===== src/rtl/decoder3to8_pulse.sv =====
// Buffered 3-to-8 decoder: accepts binary codes over valid/ready, queues them in a
// small FIFO and replays each as a registered one-hot strobe with a fixed idle gap.
module decoder3to8_pulse #(
  parameter int unsigned PULSE_LEN  = 2,
  parameter int unsigned GAP_LEN    = 1,
  parameter int unsigned FIFO_DEPTH = 4
) (
  input  logic       clk,
  input  logic       rst_n,
  input  logic       in_valid,
  output logic       in_ready,
  input  logic [2:0] in_data,
  output logic [7:0] out_data,
  output logic       out_valid,
  output logic       busy
);

  localparam int unsigned PTR_W = $clog2(FIFO_DEPTH);
  localparam int unsigned CNT_W = PTR_W + 1;
  localparam int unsigned TMR_W = 4;

  typedef enum logic [1:0] {
    IDLE  = 2'd0,
    PULSE = 2'd1,
    GAP   = 2'd2
  } state_t;

  state_t            state;
  logic [TMR_W-1:0]  tmr;
  logic [2:0]        mem [FIFO_DEPTH];
  logic [PTR_W-1:0]  wr_ptr;
  logic [PTR_W-1:0]  rd_ptr;
  logic [CNT_W-1:0]  count;
  logic [CNT_W-1:0]  count_next;
  logic              empty;
  logic              full;
  logic              push;
  logic              pop;
  logic              idle_next;

  assign empty = (count == '0);
  assign full  = (count == CNT_W'(FIFO_DEPTH));
  // No pass-through: a pop this cycle never frees room for a push this cycle.
  assign push  = in_valid && !full;
  // A pop coincides with loading a new strobe, from IDLE or at the end of a gap.
  assign pop   = !empty && ((state == IDLE) || ((state == GAP) && (tmr == '0)));
  assign idle_next = empty && ((state == IDLE) || ((state == GAP) && (tmr == '0)));

  always_comb begin
    count_next = count;
    unique case ({push, pop})
      2'b10:   count_next = count + CNT_W'(1);
      2'b01:   count_next = count - CNT_W'(1);
      default: count_next = count;
    endcase
  end

  // Code storage; contents need no reset since occupancy is tracked separately.
  always_ff @(posedge clk) begin
    if (push) begin
      mem[wr_ptr] <= in_data;
    end
  end

  // FIFO pointers, occupancy and the flags derived from next-cycle occupancy.
  always_ff @(posedge clk or negedge rst_n) begin
    if (!rst_n) begin
      wr_ptr   <= '0;
      rd_ptr   <= '0;
      count    <= '0;
      in_ready <= 1'b1;
      busy     <= 1'b0;
    end else begin
      if (push) begin
        wr_ptr <= wr_ptr + PTR_W'(1);
      end
      if (pop) begin
        rd_ptr <= rd_ptr + PTR_W'(1);
      end
      count    <= count_next;
      in_ready <= (count_next != CNT_W'(FIFO_DEPTH));
      busy     <= (count_next != '0) || !idle_next;
    end
  end

  // Strobe sequencer; out_data moves only between zero and one-hot values.
  always_ff @(posedge clk or negedge rst_n) begin
    if (!rst_n) begin
      state     <= IDLE;
      tmr       <= '0;
      out_data  <= '0;
      out_valid <= 1'b0;
    end else if (pop) begin
      out_data  <= 8'b1 << mem[rd_ptr];
      out_valid <= 1'b1;
      tmr       <= TMR_W'(PULSE_LEN - 1);
      state     <= PULSE;
    end else begin
      unique case (state)
        IDLE: begin
          out_data  <= '0;
          out_valid <= 1'b0;
        end
        PULSE: begin
          if (tmr != '0) begin
            tmr <= tmr - TMR_W'(1);
          end else begin
            out_data  <= '0;
            out_valid <= 1'b0;
            tmr       <= TMR_W'(GAP_LEN - 1);
            state     <= GAP;
          end
        end
        GAP: begin
          if (tmr != '0) begin
            tmr <= tmr - TMR_W'(1);
          end else begin
            state <= IDLE;
          end
        end
        default: begin
          out_data  <= '0;
          out_valid <= 1'b0;
          state     <= IDLE;
        end
      endcase
    end
  end

endmodule


===== config.mk =====
export PLATFORM = sky130hd
export DESIGN_NAME = decoder3to8_pulse
export DESIGN_NICKNAME = d
export VERILOG_FILES = /design/src/rtl/decoder3to8_pulse.sv
export SDC_FILE = /design/constraint.sdc
export NUM_CORES = 1
export LEC_CHECK = 0
export ABC_AREA = 1
export BUFFER_PORTS_ARGS = -buffer_cell sky130_fd_sc_hd__buf_2
export CAP_MARGIN = 10
export CORE_MARGIN = 8
export CORE_UTILIZATION = 58
export CTS_BUF_LIST = sky130_fd_sc_hd__clkbuf_8
export DETAILED_ROUTE_END_ITERATION = 6
export PLACE_DENSITY = 0.78
export RECOVER_POWER = 50
export SLEW_MARGIN = 25
export SYNTH_ARGS = -nofsm -noshare
export SYNTH_HDL_FRONTEND = slang
export SYNTH_SLANG_ARGS = --single-unit

===== constraint.sdc =====
create_clock -name clk -period 3.6 [get_ports clk]
set_input_delay 0.36 -clock clk [delete_from_list [all_inputs] [get_ports clk]]
set_output_delay 0.36 -clock clk [all_outputs]
set_load 0.03 [all_outputs]

==> results of run 1 <==
[metrics by stage]
step | cells | setup WS, ps | hold slack (ps) | cell area [µm²]
after CTS | 247 | 1130 | 55.5 | 1950
after global routing | 247 | 991 | 366 | 1930
after detailed placement | 239 | 1130 | 369 | 1860
final | 247 | 1140 | 326 | 1930
after global placement | 239 | 1330 | 355 | 1860
after floorplan | 193 | 1460 | 64.4 | 1770
[cell type report]
class / count / area (µm²)
fillers: 249 / 1050
flip-flops and latches: 36 / 962
clock inverters: 2 / 7.51
inverters: 20 / 77.6
repair buffers: 16 / 70.1
multi-input cells: 134 / 689
clock buffers: 6 / 82.6
well taps: 33 / 41.3
[worst max path at each step]
stage                      start        to  slack, ps  depth (start not counted)
after detailed placement  tmr[0]      busy       1130                         10
after global placement    tmr[0]      busy       1330                         10
final                     tmr[0]      busy       1140                         10
after global routing      tmr[0]  in_ready        990                         11
after floorplan           tmr[0]      busy       1460                         10
after CTS                 tmr[0]      busy       1130                         10
[cell usage in the layout, fill, tap and decap left out, drive strengths merged]
master  instances
nand2          68
dfrtp          23
inv            21
nor2           17
nand3          15
clkbuf         14
edfxtp         12
o21ai           9
buf             8
a21oi           7
ha              7
xor2            4
o211ai          2
xnor2           1
nand4           1
nor3            1
o21a            1
fa              1
clkinv          1
dfstp           1
[kinds of logic (layout without fill, tap and decap cells)]
kind of cell / count (synthesis) / in the layout / synth area share [%]
flops: 36 / 36 / 54.5
buf+inv: 23 / 44 / 6.09
fa+ha+maj: 8 / 8 / 6.09
compound gates: 19 / 19 / 5.81
xor+xnor: 5 / 5 / 2.48
simple gates: 102 / 102 / 25.1
[worst max-delay path, delay by kind of cell (launching register included)]
kind / cells / cell delay, ps
adder cells (fa/ha/maj): 3 / 920
AND/OR/NAND/NOR: 3 / 590
flip-flops: 1 / 380
AO/OA/AOI/OAI: 2 / 230
buffers and inverters: 2 / 200
[synthesized netlist by cell type]
cell                       instances
sky130_fd_sc_hd__nor3_1            1
sky130_fd_sc_hd__nor2_2            2
sky130_fd_sc_hd__buf_6             2
sky130_fd_sc_hd__dfstp_2           1
sky130_fd_sc_hd__xnor2_1           1
sky130_fd_sc_hd__nor2_4            2
sky130_fd_sc_hd__fa_1              1
sky130_fd_sc_hd__nand2_2           4
sky130_fd_sc_hd__nand2_4           1
sky130_fd_sc_hd__nand3_1          15
sky130_fd_sc_hd__o21ai_0           6
sky130_fd_sc_hd__nand4_1           1
sky130_fd_sc_hd__nor2_1           13
sky130_fd_sc_hd__a21oi_1           7
sky130_fd_sc_hd__dfrtp_1          23
sky130_fd_sc_hd__inv_1            19
sky130_fd_sc_hd__o21a_1            1
sky130_fd_sc_hd__o211ai_1          2
sky130_fd_sc_hd__buf_4             1
sky130_fd_sc_hd__edfxtp_1         12
sky130_fd_sc_hd__inv_4             1
sky130_fd_sc_hd__xor2_1            4
sky130_fd_sc_hd__ha_1              7
sky130_fd_sc_hd__nand2_1          63
sky130_fd_sc_hd__o21ai_1           3
[power by group through the flow]
stage | clock, µW | sequential, µW | combinational [µW]
6_report | 289 | 679 | 896
5_1_grt | 314 | 695 | 1020
4_1_cts | 294 | 676 | 912
3_5_place_dp | 0 | 683 | 908
3_3_place_gp | 0 | 674 | 846
2_1_floorplan | 0 | 725 | 671
[routing by layer]
metal / vias up / share of wire, %
li1: 659 / -
met1: 619 / 43
met2: 27 / 51
met3: 4 / 4.9
met4: 0 / 0.65
met5: - / 0
[sequential cells by signal (all words and copies together) (netlist names)]
signal	count
mem	12
wr_ptr	2
state	2
rd_ptr	2
busy	1
out_data	8
out_valid	1
in_ready	1
count	3
tmr	4
==> reports/qor.tcl, run 1 <==
set qor(layout-drive-gt1-share_pct) 11.2
set qor(cp.arrival_ps) 2610
set qor(cts_buffers) 5
set qor(fin_nets) 227
set qor(setup_repair_after_global_routing_missed_its_margin) {no}
set qor(grt_util_all_layers_pct) 14.9
set qor(worst_path_largest_cell_delay_ps) 500
set qor(grt_max_degree) 25
set qor(met2_usage_pct) 25.7
set qor(gr_util_met1_pct) 16.5
set qor(syn_area_um2) 1770
set qor(share_clk_of_total_power_pct) 15.5
set qor(setup-violations-final) 0
set qor(routed-via-count) 1309
set qor(cell_internal_pwr_uw) 999
set qor(cts_tree) {built}
set qor(post_cts_resized) 0
set qor(via_per_inst) 5.30
set qor(global_route_overflow) 0
set qor(post-cts-setup-buffer-count) 0
set qor(routed_wirelength_um) 3390
set qor(post_cts_hold_buffer_count) 0
set qor(syn_to_final_growth_pct) 9.28
set qor(relSlewSlack_pct) 15.3
set qor(critical_path.cell_chain) {inv_1 -> ha_1 -> a21oi_1 -> nor2_2 -> ha_1 -> inv_1 -> fa_1 -> o21ai_0 -> nor2_1 -> nand4_1}
set qor(clock_path_buffers) 2
set qor(fin_total_pwr_uw) 1860
set qor(path_clk_slew_ps) 70
set qor(std_cell_rows) 20
set qor(criticalPathCategory) {reg2reg}
set qor(dieHeight_um) 71.2
set qor(worst-endpoint-required_ps) 3750
set qor(synth.top_cell.area_share_pct) 32.6
set qor(hold_viol) 0
set qor(path_max_fanout) 9
set qor(die_area_um2) 5070
set qor(route.detailed.drc) 0
set qor(dp_hpwl_um) 2580
set qor(worst_setup_path_start_kind) {flip-flop}
set qor(power_per_cell_area_nw_per_um2) 965
set qor(seq_area_frac_synth_pct) 54.5
set qor(design.core.area_um2) 2980
set qor(critical_path.slowest_cell) {sky130_fd_sc_hd__fa_1}
set qor(design.portCount) 17
set qor(drt_first_iter_violations) 84
set qor(worstRegToRegCells) 10
set qor(leakage_uw) 0.000965
set qor(cts_num_sinks) 36
set qor(reg2reg_slack_ps) 1140
set qor(grt.busiest_layer) {met2}
set qor(worstMarginPinSlew_ps) 1270
set qor(start_util_pct) 59.3
set qor(power.share.sequential_pct) 36.4
set qor(first_pass_grt_wire_length_um) 5980
set qor(synth.lib_cells_used.distinct) 25
set qor(grt_pass1_vias) 1360
set qor(routabilityCongestion) 0.804
set qor(cts.htree.levels) 2
set qor(run_status) {finished clean}
set qor(swShare_pct) 46.4
set qor(setup_total_negative_slack_ps) 0
set qor(synth.net_count) 207
set qor(cts.root.buffer_cell) {sky130_fd_sc_hd__clkbuf_8}
set qor(drtPass1Iterations) 4
set qor(synth.area.top_cells) {sky130_fd_sc_hd__dfrtp_1, sky130_fd_sc_hd__edfxtp_1, sky130_fd_sc_hd__nand2_1}
set qor(wire_per_inst_um) 13.7
set qor(power_switching_uw) 865
set qor(post_synth.cell_area_avg_um2) 9.15
set qor(reg2reg_to) {busy}
set qor(width_of_the_chip_um) 71.2
set qor(syn_inst) 193
set qor(period_minus_slack_ps) 2460
set qor(grt.met3_usage_pct) 5.51
set qor(skew_ps) 6.00
set qor(ant_nets) 0
set qor(vdd_ir_drop_max_uv) 508
set qor(portBuffers) 16
set qor(synthDominantAreaCellType) {sky130_fd_sc_hd__dfrtp_1}
set qor(hold_class) {in2async}
set qor(insertedDiodeCount) 0
set qor(maxCapViolations) 0
set qor(grt_antenna_before_repair) 0
set qor(drv_slew) 0
set qor(clk_latency_worst_skew_pair_ps) 290
set qor(setup.worst_path.end_class) {flip-flop}
set qor(max_clock_freq_mhz) 407
set qor(post-route-period-util_pct) 68.2
set qor(rr_startpoint) {tmr[0]}
set qor(final_util_pct) 64.8
set qor(synth_seq_cells) 36
set qor(comb_power_share_pct) 48.1
set qor(yosysWarningCount) 0
Power figures use the tool's default switching activity.
==> inputs of run 2 (changes only) <==
==> constraint.sdc (replaced) <==
create_clock -name clk -period 2.45 [get_ports clk]
set_input_delay 0.245 -clock clk [delete_from_list [all_inputs] [get_ports clk]]
set_output_delay 0.245 -clock clk [all_outputs]
set_load 0.03 [all_outputs]
==> run 2 against run 1 <==
Design area up 0.91%; utilization up 0.59 points; clock-buffer cell count down 1; highest routed layer unchanged; die area unchanged; total power up 46%; register-to-register slack worse by 920 ps; critical path type unchanged; final cell count up 0.81%; clock skew down 1.3 ps; worst hold slack worse by 98 ps; global-route usage down 0.89 points; critical path depth unchanged.
==> reports/qor.tcl, run 2 (same netlist as run 1, synthesis figures left out) <==
set qor(setup_total_negative_slack_ps) 0 ;# unchanged
set qor(cts.root.buffer_cell) {sky130_fd_sc_hd__clkbuf_8} ;# unchanged
set qor(drv_slew) 0 ;# unchanged
set qor(swShare_pct) 46.2 ;# was 46.4%
set qor(post-route-period-util_pct) 91.1 ;# was 68.2%
set qor(routed_wirelength_um) 3260 ;# was 3390 µm
set qor(worst_slack_ps) 219 ;# was 1140 ps
set qor(worst_path_largest_cell_delay_ps) 430 ;# was 500 ps
set qor(layout-drive-gt1-share_pct) 11.6 ;# was 11.2%
set qor(power.share.sequential_pct) 36.7 ;# was 36.4%
set qor(setup.worst_path.end_class) {flip-flop} ;# unchanged
set qor(path_max_fanout) 4 ;# was 9
set qor(die_area_um2) 5070 ;# unchanged
set qor(grt_antenna_before_repair) 0 ;# unchanged
set qor(grt_pass1_vias) 1310 ;# was 1360
set qor(design.core.area_um2) 2980 ;# unchanged
set qor(skew_ps) 4.74 ;# was 6.00 ps
set qor(regMostFlops) {mem} ;# unchanged
set qor(grt_util_all_layers_pct) 14.0 ;# was 14.9%
set qor(clk_latency_worst_skew_pair_ps) 290 ;# about the same
set qor(criticalPathCategory) {reg2reg} ;# unchanged
set qor(drtPass1Iterations) 4 ;# unchanged
set qor(worst_setup_path_start_kind) {flip-flop} ;# unchanged
set qor(hold_ws_ps) 228 ;# was 326 ps
set qor(power_per_cell_area_nw_per_um2) 1390 ;# was 965 nW/µm²
set qor(routed-via-count) 1311 ;# was 1309
set qor(setup_repair_after_global_routing_missed_its_margin) {no} ;# unchanged
set qor(worst-endpoint-required_ps) 2670 ;# was 3750 ps
set qor(run_status) {finished clean} ;# unchanged
set qor(width_of_the_chip_um) 71.2 ;# unchanged
set qor(hold_viol) 0 ;# unchanged
set qor(largestRegisters) {mem x12, out_data x8, tmr x4} ;# unchanged
set qor(worstPathBufferInverterCount) 2 ;# unchanged
set qor(routabilityCongestion) 0.813 ;# was 0.804
set qor(dieHeight_um) 71.2 ;# unchanged
set qor(cp.arrival_ps) 2450 ;# was 2610 ps
set qor(layout.cells.most_common) {sky130_fd_sc_hd__nand2_1} ;# unchanged
set qor(path_delay_family) {adder cells} ;# unchanged
set qor(insertedDiodeCount) 0 ;# unchanged
set qor(via_per_inst) 5.27 ;# was 5.30
set qor(period_minus_slack_ps) 2230 ;# was 2460 ps
set qor(portBuffers) 16 ;# unchanged
set qor(vdd_ir_drop_max_uv) 661 ;# was 508 µV
set qor(wire_per_inst_um) 13.1 ;# was 13.7 µm
set qor(syn_to_final_growth_pct) 10.3 ;# was 9.28%
set qor(hold_class) {in2reg} ;# was in2async
set qor(std_cell_rows) 20 ;# unchanged
set qor(worstMarginPinSlew_ps) 1340 ;# was 1270 ps
set qor(first_pass_grt_wire_length_um) 5570 ;# was 5980 µm
set qor(maxCapViolations) 0 ;# unchanged
set qor(largest_reg_flops) 12 ;# unchanged
set qor(fin_nets) 229 ;# was 227
set qor(critical_path.slowest_cell) {sky130_fd_sc_hd__fa_1} ;# unchanged
set qor(cell_internal_pwr_uw) 1460 ;# was 999 µW
set qor(max_clock_freq_mhz) 448 ;# was 407 MHz
set qor(route.detailed.drc) 0 ;# unchanged
set qor(setup-violations-final) 0 ;# unchanged
set qor(start_util_pct) 59.3 ;# unchanged
set qor(most-common-layout-cells) {sky130_fd_sc_hd__nand2_1, sky130_fd_sc_hd__dfrtp_1, sky130_fd_sc_hd__inv_1, sky130_fd_sc_hd__nand3_1, sky130_fd_sc_hd__nor2_1} ;# unchanged
set qor(ant_nets) 0 ;# unchanged
set qor(cts.htree.levels) 2 ;# unchanged
set qor(power_switching_uw) 1260 ;# was 865 µW
set qor(design.portCount) 17 ;# unchanged
set qor(cts_tree) {built} ;# unchanged
set qor(drt_first_iter_violations) 48 ;# was 84
set qor(place_ws_ps) 223 ;# was 1130 ps
set qor(comb_power_share_pct) 48.7 ;# was 48.1%
set qor(share_clk_of_total_power_pct) 14.6 ;# was 15.5%
set qor(path_clk_slew_ps) 70 ;# about the same
set qor(grt_max_degree) 25 ;# unchanged
set qor(global_route_overflow) 0 ;# unchanged
set qor(dp_hpwl_um) 2530 ;# was 2580 µm
set qor(leakage_uw) 0.000966 ;# was 0.000965 µW
set qor(clock_path_buffers) 2 ;# unchanged
set qor(cts_buffers) 5 ;# unchanged
set qor(final_util_pct) 65.4 ;# was 64.8%
set qor(cts_num_sinks) 36 ;# unchanged
set qor(relSlewSlack_pct) 10.9 ;# was 15.3%
set qor(critical_path.cell_chain) {inv_1 -> ha_1 -> a21oi_1 -> nor2_2 -> ha_1 -> inv_1 -> fa_1 -> o21ai_0 -> nor2_1 -> nand4_1} ;# unchanged
-- run 2: final timing paths --
| check | start | to | slack, ps | cells after the start |
|---|---|---|---|---|
| worst min register to register | out_data[0] | out_data[0] | 470 | 2 |
| worst min-delay path | in_data[1] | mem[0][1] | 230 | 1 |
| max in group asynchronous | rst_n | state[0] | 880 | 2 |
| worst max register to register | tmr[0] | busy | 220 | 10 |
| worst max-delay path | tmr[0] | busy | 220 | 10 |
| min in group asynchronous | rst_n | out_data[4] | 780 | 2 |
-- run 2: stage by stage --
step           std cells  power, µW  cell area (µm²)
3_3_place_gp         240       2240             1870
3_5_place_dp         240       2340             1870
6_report             249       2720             1950
5_1_grt              249       2970             1950
2_1_floorplan        193       2050             1770
4_1_cts              249       2750             1960
-- run 2: final cells by class --
| type | instances | area (µm²) |
|---|---|---|
| multi-input combinational | 134 | 697 |
| fill | 252 | 1030 |
| tap | 33 | 41.3 |
| clock inverter | 3 | 15.0 |
| inverter | 20 | 77.6 |
| sequential | 36 | 962 |
| timing repair buffer | 18 | 86.3 |
| clock buffer | 5 | 68.8 |
-- run 2: metal layers --
layer / vias to the layer above / global-route usage [%] / wire [µm]
met3: 9 / 4.80 / 185
met5: - / 0 / 0
met1: 610 / 15.0 / 1390
li1: 659 / - / -
met4: 0 / 6.47 / 68
met2: 33 / 24.2 / 1620
-- run 2: repair_timing --
item	CTS	global route
resized for setup	0	0
endpoints found under the hold margin	23	0
setup endpoints to repair	0	0
buffers inserted	0	0
hold buffers	1	0
-- run 2: power groups by stage --
stage          clock [µW]  combinational [µW]  sequential [µW]
2_1_floorplan           0                 985             1070
3_3_place_gp            0                1250              990
4_1_cts               410                1340              995
5_1_grt               432                1510             1020
6_report              398                1320              997
3_5_place_dp            0                1340             1010
-- run 2: worst reg2reg max path: stages, from the launching register on --
cell and delay [ps]:
sky130_fd_sc_hd__dfrtp_1 350, sky130_fd_sc_hd__inv_1 90, sky130_fd_sc_hd__ha_1 250, sky130_fd_sc_hd__a21oi_1 230, sky130_fd_sc_hd__nor2_2 60, sky130_fd_sc_hd__ha_1 180
sky130_fd_sc_hd__inv_1 110, sky130_fd_sc_hd__fa_1 430, sky130_fd_sc_hd__o21ai_0 260, sky130_fd_sc_hd__nor2_1 110, sky130_fd_sc_hd__nand4_1 100
==> inputs of run 3 (changes only) <==
--- a/config.mk
+++ b/config.mk
@@ -5,14 +5,13 @@
 export SDC_FILE = /design/constraint.sdc
 export NUM_CORES = 1
 export LEC_CHECK = 0
-export ABC_AREA = 1
 export BUFFER_PORTS_ARGS = -buffer_cell sky130_fd_sc_hd__buf_2
 export CAP_MARGIN = 10
 export CORE_MARGIN = 8
-export CORE_UTILIZATION = 58
+export CORE_UTILIZATION = 54
 export CTS_BUF_LIST = sky130_fd_sc_hd__clkbuf_8
 export DETAILED_ROUTE_END_ITERATION = 6
-export PLACE_DENSITY = 0.78
+export PLACE_DENSITY = 0.77
 export RECOVER_POWER = 50
 export SLEW_MARGIN = 25
 export SYNTH_ARGS = -nofsm -noshare
==> constraint.sdc (replaced) <==
create_clock -name clk -period 1.8 [get_ports clk]
set_input_delay 0.18 -clock clk [delete_from_list [all_inputs] [get_ports clk]]
set_output_delay 0.18 -clock clk [all_outputs]
set_load 0.03 [all_outputs]
==> run 3 against run 2 <==
The run now ends with setup timing left; clock skew up 1.1 ps; final cell count down 7.2%; worst setup slack worse by 900 ps; sequential power up 36%; utilization up 9.4 points; design area up 17%; clock power up 55%; flip-flop and latch count unchanged; worst hold slack worse by 72 ps; synthesized cell count down 27%; critical path type unchanged; critical endpoint is now in_ready; largest cell class unchanged; highest routed layer unchanged.
==> reports/qor.tcl, run 3 <==
set qor(run_status) {finished, violations left} ;# was finished clean
set qor(failing_checks) {setup timing}
set qor(clock_path_buffers) 2 ;# unchanged
set qor(worst_setup_path_start_kind) {flip-flop} ;# unchanged
set qor(dieHeight_um) 72.6 ;# was 71.2 µm
set qor(grt_pass1_vias) 1307 ;# was 1310
set qor(route.detailed.drc) 0 ;# unchanged
set qor(syn_to_final_growth_pct) 32.1 ;# was 10.3%
set qor(seq_area_frac_synth_pct) 55.6 ;# was 54.5%
set qor(vdd_ir_drop_max_uv) 1140 ;# was 661 µV
set qor(grt_util_all_layers_pct) 15.0 ;# was 14.0%
set qor(layout.cells.most_common) {sky130_fd_sc_hd__dfrtp_1} ;# was sky130_fd_sc_hd__nand2_1
set qor(worstMarginPinSlew_ps) 596 ;# was 1340 ps
set qor(setup-violations-final) 18 ;# was 0
set qor(portBuffers) 16 ;# unchanged
set qor(syn_inst) 141 ;# was 193
set qor(yosysWarningCount) 0 ;# unchanged
set qor(synthDominantAreaCellType) {sky130_fd_sc_hd__dfrtp_1} ;# unchanged
set qor(worst_slack_ps) -677 ;# was 219 ps
set qor(power_per_cell_area_nw_per_um2) 1990 ;# was 1390 nW/µm²
set qor(layout-drive-gt1-share_pct) 43.3 ;# was 11.6%
set qor(post-route-period-util_pct) 138 ;# was 91.1%
set qor(cts.root.buffer_cell) {sky130_fd_sc_hd__clkbuf_8} ;# unchanged
set qor(reg2reg_slack_ps) -680 ;# was 220 ps
set qor(cts.htree.levels) 2 ;# unchanged
set qor(post_synth_edffs) 12 ;# unchanged
set qor(worst_hold_startpoint) {in_data[2]} ;# was in_data[1]
set qor(routabilityCongestion) 0.857 ;# was 0.813
set qor(largestRegisters) {mem x12, out_data x8, tmr x4} ;# unchanged
set qor(routed-via-count) 1284 ;# was 1311
set qor(cts_num_sinks) 36 ;# unchanged
set qor(width_of_the_chip_um) 72.6 ;# was 71.2 µm
set qor(start_util_pct) 56.6 ;# was 59.3%
set qor(reg2reg_to) {in_ready} ;# was busy
set qor(skew_ps) 5.84 ;# was 4.74 ps
set qor(std_cell_rows) 20 ;# unchanged
set qor(max_clock_freq_mhz) 404 ;# was 448 MHz
set qor(synth.area.top_cells) {sky130_fd_sc_hd__dfrtp_1, sky130_fd_sc_hd__edfxtp_1, sky130_fd_sc_hd__ha_1} ;# was sky130_fd_sc_hd__dfrtp_1, sky130_fd_sc_hd__edfxtp_1, sky130_fd_sc_hd__nand2_1
set qor(wire_per_inst_um) 16.5 ;# was 13.1 µm
set qor(insertedDiodeCount) 0 ;# unchanged
set qor(grt_antenna_before_repair) 0 ;# unchanged
set qor(design.portCount) 17 ;# unchanged
set qor(path_max_fanout) 3 ;# was 4
set qor(drtPass1Iterations) 4 ;# unchanged
set qor(critical_path.slowest_cell) {sky130_fd_sc_hd__or3b_4} ;# was sky130_fd_sc_hd__fa_1
set qor(post-synth-top-count-cell) {sky130_fd_sc_hd__dfrtp_1} ;# was sky130_fd_sc_hd__nand2_1
set qor(worst_path_largest_cell_delay_ps) 400 ;# was 430 ps
set qor(hold_depth) 1 ;# unchanged
set qor(worstRegToRegCells) 11 ;# was 10
set qor(hold_viol) 0 ;# unchanged
set qor(dp_hpwl_um) 2580 ;# was 2530 µm
set qor(setup_repair_after_global_routing_missed_its_margin) {yes} ;# was no
set qor(hold_class) {in2reg} ;# unchanged
set qor(grt_max_degree) 25 ;# unchanged
set qor(cts_tree) {built} ;# unchanged
set qor(cp.arrival_ps) 2680 ;# was 2450 ps
set qor(synth.lib_cells_used.distinct) 45 ;# was 25
set qor(drv_slew) 0 ;# unchanged
set qor(worst_hold_path.endpoint) {mem[0][2]} ;# was mem[0][1]
set qor(worst-endpoint-required_ps) 2010 ;# was 2670 ps
set qor(path_clk_slew_ps) 70 ;# about the same
set qor(first_pass_grt_wire_length_um) 6090 ;# was 5570 µm
set qor(synthTopCellsByCount) {sky130_fd_sc_hd__dfrtp_1, sky130_fd_sc_hd__nand2_1, sky130_fd_sc_hd__edfxtp_1, sky130_fd_sc_hd__inv_1, sky130_fd_sc_hd__ha_1} ;# was sky130_fd_sc_hd__nand2_1, sky130_fd_sc_hd__dfrtp_1, sky130_fd_sc_hd__inv_1
set qor(via_per_inst) 5.56 ;# was 5.27
set qor(critical_path.cell_chain) {inv_2 -> ha_4 -> or3b_4 -> a211oi_4 -> ha_4 -> inv_2 -> fa_2 -> xor2_1 -> nor2_1 -> xor2_1 -> nand2_1} ;# was inv_1 -> ha_1 -> a21oi_1 -> nor2_2 -> ha_1 -> inv_1 -> fa_1 -> o21ai_0 -> nor2_1 -> nand4_1
set qor(regMostFlops) {mem} ;# unchanged
set qor(syn_area_um2) 1730 ;# was 1770 µm²
set qor(synth.top_cell.area_share_pct) 33.3 ;# was 32.6%
set qor(maxCapViolations) 0 ;# unchanged
set qor(most-common-layout-cells) {sky130_fd_sc_hd__dfrtp_1, sky130_fd_sc_hd__buf_4, sky130_fd_sc_hd__nand2_1, sky130_fd_sc_hd__buf_2, sky130_fd_sc_hd__edfxtp_1} ;# was sky130_fd_sc_hd__nand2_1, sky130_fd_sc_hd__dfrtp_1, sky130_fd_sc_hd__inv_1, sky130_fd_sc_hd__nand3_1, sky130_fd_sc_hd__nor2_1
set qor(place_ws_ps) -704 ;# was 223 ps
set qor(global_route_overflow) 0 ;# unchanged
set qor(synth_top_flop_cell) {sky130_fd_sc_hd__dfrtp_1} ;# unchanged
set qor(die_area_um2) 5270 ;# was 5070 µm²
set qor(largest_reg_flops) 12 ;# unchanged
set qor(design.core.area_um2) 3050 ;# was 2980 µm²
set qor(cts_buffers) 5 ;# unchanged
set qor(routed_wirelength_um) 3810 ;# was 3260 µm
set qor(async_flop_share_pct) 66.7 ;# unchanged
set qor(criticalPathCategory) {reg2reg} ;# unchanged
set qor(synth_seq_cells) 36 ;# unchanged
set qor(leakage_uw) 0.00103 ;# was 0.000966 µW
set qor(synth.net_count) 155 ;# was 207
set qor(post_synth.cell_area_avg_um2) 12.3 ;# was 9.15 µm²
set qor(clk_latency_worst_skew_pair_ps) 280 ;# was 290 ps
set qor(setup.worst_path.end_class) {flip-flop} ;# unchanged
set qor(cp-startpoint) {tmr[1]} ;# was tmr[0]
set qor(final_util_pct) 74.8 ;# was 65.4%
set qor(drt_first_iter_violations) 68 ;# was 48
set qor(period_minus_slack_ps) 2480 ;# was 2230 ps
set qor(rr_startpoint) {tmr[1]} ;# was tmr[0]
set qor(fin_nets) 200 ;# was 229
set qor(relSlewSlack_pct) 60.3 ;# was 10.9%
set qor(ant_nets) 0 ;# unchanged
run 3: worst max-delay path by stage:
stage | end | slack, ps | cells past startpoint
floorplan | busy | -760 | 11
global placement | busy | -600 | 10
detailed placement | in_ready | -700 | 11
CTS | in_ready | -670 | 11
global route | in_ready | -800 | 11
finish | in_ready | -680 | 11
run 3: cells by family after synthesis:
family	count (synthesis)	synth area share, %
buf+inv	18	4.34
simple gates	41	12.4
mux	4	4.49
xor+xnor	6	3.04
fa+ha+maj	9	6.80
compound gates	27	13.3
flops	36	55.6
run 3: metal layers:
layer	share of wire (%)	track usage, %
met3	5.5	4.26
met2	54	26.3
met5	0	0
met4	1.2	5.33
met1	39	16.8
run 3: critical path: cells and delay by family (launching register included):
| kind | cells | cell delay, ps |
|---|---|---|
| xor gates and xnor gates | 2 | 360 |
| DFF | 1 | 390 |
| buffers and inverters | 2 | 120 |
| adders and majority gates | 3 | 640 |
| and+or+nand+nor | 3 | 610 |
| AOI/OAI and AO/OA | 1 | 270 |
run 3: layout make-up:
cell class	instances	area (µm²)
clock buffer	7	96.3
sequential	36	962
inverter	12	45.0
fill	211	768
clock inverter	1	3.75
timing repair buffer	44	312
tap	44	55.1
multi-input combinational	87	811
run 3: per-stage QoR:
step | std cells | TNS, ps | total power (µW) | area [µm²] | hold slack, ps
final | 231 | -3940 | 4540 | 2280 | 155
after global routing | 231 | -4980 | 4840 | 2280 | 162
after CTS | 230 | -3550 | 4330 | 2230 | 105
after detailed placement | 216 | -3390 | 3440 | 2020 | 201
after global placement | 216 | -2390 | 3300 | 2020 | 197
after floorplan | 141 | -3190 | 2720 | 1760 | -116
run 3: what timing repair did:
item,in CTS,in global routing
hold buffers,1,0
cloned,0,0
pin swaps,9,8
endpoints found under the setup margin,16,18
hold endpoints to repair,23,0
buffers inserted,6,2
resized for setup,14,11
run 3: power by group:
part	switching [µW]	total (µW)	leakage [µW]	internal, µW
clock	272	615	0.0000557	344
combinational	1330	2570	0.000570	1240
sequential	207	1360	0.000408	1150
